## config.mk

```make
export PLATFORM = sky130hd
export DESIGN_NAME = s84_exp_fifo
export DESIGN_NICKNAME = d
export VERILOG_FILES = /design/src/rtl/s84_chk_pkg.sv /design/src/rtl/s84_exp_fifo.sv
export SDC_FILE = /design/constraint.sdc
export NUM_CORES = 1
export LEC_CHECK = 0
export ABC_AREA = 1
export BUFFER_PORTS_ARGS = -buffer_cell sky130_fd_sc_hd__buf_2
export CORE_MARGIN = 2
export CORE_UTILIZATION = 40
export CTS_BUF_LIST = sky130_fd_sc_hd__clkbuf_4
export CTS_CLUSTER_SIZE = 30
export DETAILED_ROUTE_END_ITERATION = 16
export SLEW_MARGIN = 25
export SYNTH_ARGS = -nofsm -noshare
export SYNTH_HDL_FRONTEND = slang
export SYNTH_SLANG_ARGS = --single-unit
export TNS_END_PERCENT = 20
```

## constraint.sdc

```tcl
create_clock -name clk -period 2.65 [get_ports clk]
set_input_delay 0.3975 -clock clk [delete_from_list [all_inputs] [get_ports clk]]
set_output_delay 0.3975 -clock clk [all_outputs]
set_load 0.02 [all_outputs]
```

## src/rtl/s84_chk_pkg.sv

```systemverilog
// Shared types for the s84 result checker: the ALU result triple and checker FSM states.
package s84_chk_pkg;

    localparam int C_W   = 8;
    localparam int Y_W   = 8;
    localparam int Z_W   = 4;
    localparam int RES_W = C_W + Y_W + Z_W;

    typedef struct packed {
        logic [C_W-1:0] c;
        logic [Y_W-1:0] y;
        logic [Z_W-1:0] z;
    } s84_res_t;

    typedef enum logic [1:0] {
        IDLE = 2'b00,
        RUN  = 2'b01,
        DONE = 2'b10
    } chk_state_t;

    // Per-field difference flags ordered {c, y, z}.
    function automatic logic [2:0] field_diff(input s84_res_t a, input s84_res_t b);
        return {(a.c != b.c), (a.y != b.y), (a.z != b.z)};
    endfunction

endpackage

```

## src/rtl/s84_exp_fifo.sv

```systemverilog
// Synchronous FIFO of expected result triples; read data is the registered head, so a
// same-cycle push is never visible to the consumer.
module s84_exp_fifo
    import s84_chk_pkg::*;
#(
    parameter int DEPTH = 8
) (
    input  logic                     clk,
    input  logic                     reset,
    input  logic                     push,
    input  logic                     pop,
    input  s84_res_t                 din,
    output s84_res_t                 dout,
    output logic                     full,
    output logic                     empty,
    output logic [$clog2(DEPTH):0]   count
);

    localparam int PTR_W = $clog2(DEPTH);
    localparam logic [PTR_W:0]   FULL_CNT = (PTR_W + 1)'(DEPTH);
    localparam logic [PTR_W-1:0] PTR_ONE  = PTR_W'(1);
    localparam logic [PTR_W:0]   CNT_ONE  = (PTR_W + 1)'(1);

    s84_res_t         mem_q [DEPTH];
    logic [PTR_W-1:0] wr_ptr_q, wr_ptr_d, rd_ptr_q, rd_ptr_d;
    logic [PTR_W:0]   count_q, count_d;
    logic             push_s, pop_s;

    assign full  = (count_q == FULL_CNT);
    assign empty = (count_q == {(PTR_W + 1){1'b0}});
    assign count = count_q;
    assign dout  = mem_q[rd_ptr_q];

    // Next pointer/occupancy; full and empty come from the registered count only.
    always_comb begin
        push_s   = push && !full;
        pop_s    = pop && !empty;
        wr_ptr_d = push_s ? (wr_ptr_q + PTR_ONE) : wr_ptr_q;
        rd_ptr_d = pop_s  ? (rd_ptr_q + PTR_ONE) : rd_ptr_q;
        case ({push_s, pop_s})
            2'b10:   count_d = count_q + CNT_ONE;
            2'b01:   count_d = count_q - CNT_ONE;
            default: count_d = count_q;
        endcase
    end

    // Pointer and occupancy registers.
    always_ff @(posedge clk) begin
        if (reset) begin
            wr_ptr_q <= {PTR_W{1'b0}};
            rd_ptr_q <= {PTR_W{1'b0}};
            count_q  <= {(PTR_W + 1){1'b0}};
        end else begin
            wr_ptr_q <= wr_ptr_d;
            rd_ptr_q <= rd_ptr_d;
            count_q  <= count_d;
        end
    end

    // Storage array; contents need no reset because occupancy gates every read.
    always_ff @(posedge clk) begin
        if (push_s) begin
            mem_q[wr_ptr_q] <= din;
        end
    end

endmodule

```

==> metrics <==
FF+latch count, synth 173; worst reg2reg path startpoint count[1]; drt total wl 14.6 mm; reg-to-reg endpoint mem_q[5][14]; Top FF cell, synth edfxtp_1; R2R setup slack 0.57 ns; Placed Cells 811; Die Wd 136 microns; setup ws final 0.211 ns; Post-synth EDFFs 160; number of detailed-route iterations in the first pass 5; fillers 1544; CP endpoint kind primary output; status finished clean; Clock Skew 0.0203 ns; Synth top area share 68.6%; CTS tree yes; top-count cell post-synth edfxtp_1; clk buf depth 2; Crit Path Category reg2out; final net count 634; final hold slack 0.106 ns; pwr/cell area 847 mW/mm^2; largest net degree at the start of global routing 61; Cells after Synth 547; vias in the first global route 4206; Overflow after GRT 0; hold crit path type in2reg; leakage power 0.00274 uW; Least-Margin Pin Slew 0.584 ns; post-synthesis sequential area ratio 72.3%; Mean Syn Cell Area 12.8 sq um; Post-Layout Cell Count 843; Mapped Area 0.00701 sq mm; worst vdd ir 606 uV; die height 136 microns; Slew Limit Fails 0; cells on worst reg2reg path 7; crit path capture dout[5]; Mapped Nets 576; Startpoint Class register; Critical Path RT 2.25 ns; H-Tree Depth 4; Period minus WS final 2.44 ns; final instance area 0.00773 sq mm; DPL Wire Length 8.66 mm; Rel. slew slack 61.0%; DR iter-0 viols 417; cts bufs inserted 17; fmax 0.410 GHz; first-pass GRT wire length 22.9 mm; RSZ-0062 raised after global routing true; Synth cell types 30; Skew-Pair Late Insertion Delay 0.55 ns; hold_buf cts 0; DRC violations left 0; CP Data Arrival Time 2.04 ns; Placer Congestion 0.761; initial antenna violation count 0; Core ar. 0.0172 sq mm; Reg clk slew, reported paths 0.14 ns; # diodes 0; Buffers on Ports 49; Area Overhead vs Synth 10.3%; Fin. Hold Viols 0; # setup viols final 0; Via density 5.06; layout cell share with drive strength beyond 1 19.3%; die footprint 0.0186 sq mm; GRT Util Overall 16.8%; fin crit share 92.0%; Site Rows 48; I/O Pins 50; Routed Antenna Nets 0; Wirelength per Cell 17.3 microns; placed cell area 0.00746 sq mm; YS warnings 0; routed vias 4266; worst-path fanout max 60; max_cap viols 0; Root Buffer clkbuf_4; leading post-synthesis cells by cell area edfxtp_1, nor2_1, nand2_1, dfxtp_1, o21ai_0; Sink Count 173; Post-synth top cells edfxtp_1, nor2_1, nand2_1; area leader, netlist edfxtp_1; worst slack at placement 0.592 ns; Post-synth ARST share 0%; Starting Density 40.7%
[placed cells by master (no fill, tap or decap), types with 4 or more instances in the layout]
cell type,netlist,routed
nand3_1,4,4
mux2i_1,20,20
inv_6,1,4
buf_4,5,16
edfxtp_1,160,160
nor2_2,2,10
buf_2,11,49
o21ai_1,41,41
a21oi_1,8,8
dfxtp_1,13,11
ha_1,5,5
clkbuf_4,0,18
nor2_1,92,84
nand2_1,77,77
o22ai_1,20,20
o21ai_0,43,43
inv_1,18,18
[cells by family after synthesis]
kind of cell / count (synthesis) / synth area share [%]
AND/OR/NAND/NOR: 184 / 10.6
flip-flops: 173 / 72.3
AO/OA/AOI/OAI: 113 / 8.53
buffers and inverters: 49 / 4.50
multiplexers: 20 / 2.86
adder cells (fa/ha/maj): 5 / 0.893
XOR/XNOR: 3 / 0.375
[routing by layer]
layer	up-vias	global-route usage, %	part of all wire (%)
met1	2093	22.4	45
met5	-	0	0
li1	2063	-	-
met3	18	4.21	4.3
met4	0	5.38	1.5
met2	92	27.0	49
[area by class of cell]
class	count	area, sq um	share of cell area [%]
multi-input combinational	325	1650	21.3
tap	225	282	3.64
sequential	173	5070	65.6
inverter	20	80.1	1.04
timing repair buffer	68	399	5.16
clock buffer	18	135	1.75
clock inverter	14	115	1.49
[metrics by stage]
stage / util (%) / total power [uW] / setup TNS, ns
after floorplan: - / 4770 / 0
after global placement: 43.3 / 5190 / 0
after CTS: 44.8 / 6590 / 0
after detailed placement: 43.3 / 5250 / 0
final: 44.8 / 6550 / 0
after global routing: 44.8 / 6950 / -0.00959
[timing repair]
| item | CTS | global route |
|---|---|---|
| resized for setup | 1 | 3 |
| setup endpoints to repair | 9 | 7 |
| pin swaps | 0 | 0 |
| buffers inserted | 0 | 0 |
[sequential cells by signal, summed over array words and instances, names as in the netlist, named ones only]
signal / flops
mem_q: 160
count: 4
rd_ptr_q: 3
wr_ptr_q: 3
[worst max-delay path, cell delays in order (launching register included)]
cell	delay [ns]
dfxtp_4	0.47
inv_6	0.39
nor2_1	0.08
o22ai_1	0.17
nand2_1	0.06
nand2_1	0.10
buf_2	0.19
[how the worst min path moves through the flow]
stage | from | to | slack [ns] | depth (start not counted)
finish | din[12] | mem_q[2][12] | 0.11 | 1
global route | din[2] | mem_q[3][2] | 0.06 | 1
CTS | din[12] | mem_q[0][12] | 0.06 | 1
detailed placement | wr_ptr_q[0] | wr_ptr_q[0] | 0.48 | 2
global placement | wr_ptr_q[0] | wr_ptr_q[0] | 0.47 | 2
floorplan | wr_ptr_q[0] | wr_ptr_q[0] | 0.46 | 2
[power by group]
group / internal [uW] / switching, uW
logic: 625 / 1270
registers: 3180 / 120
clock network: 478 / 874
total: 4290 / 2260
(Power assumes the default switching activity.)
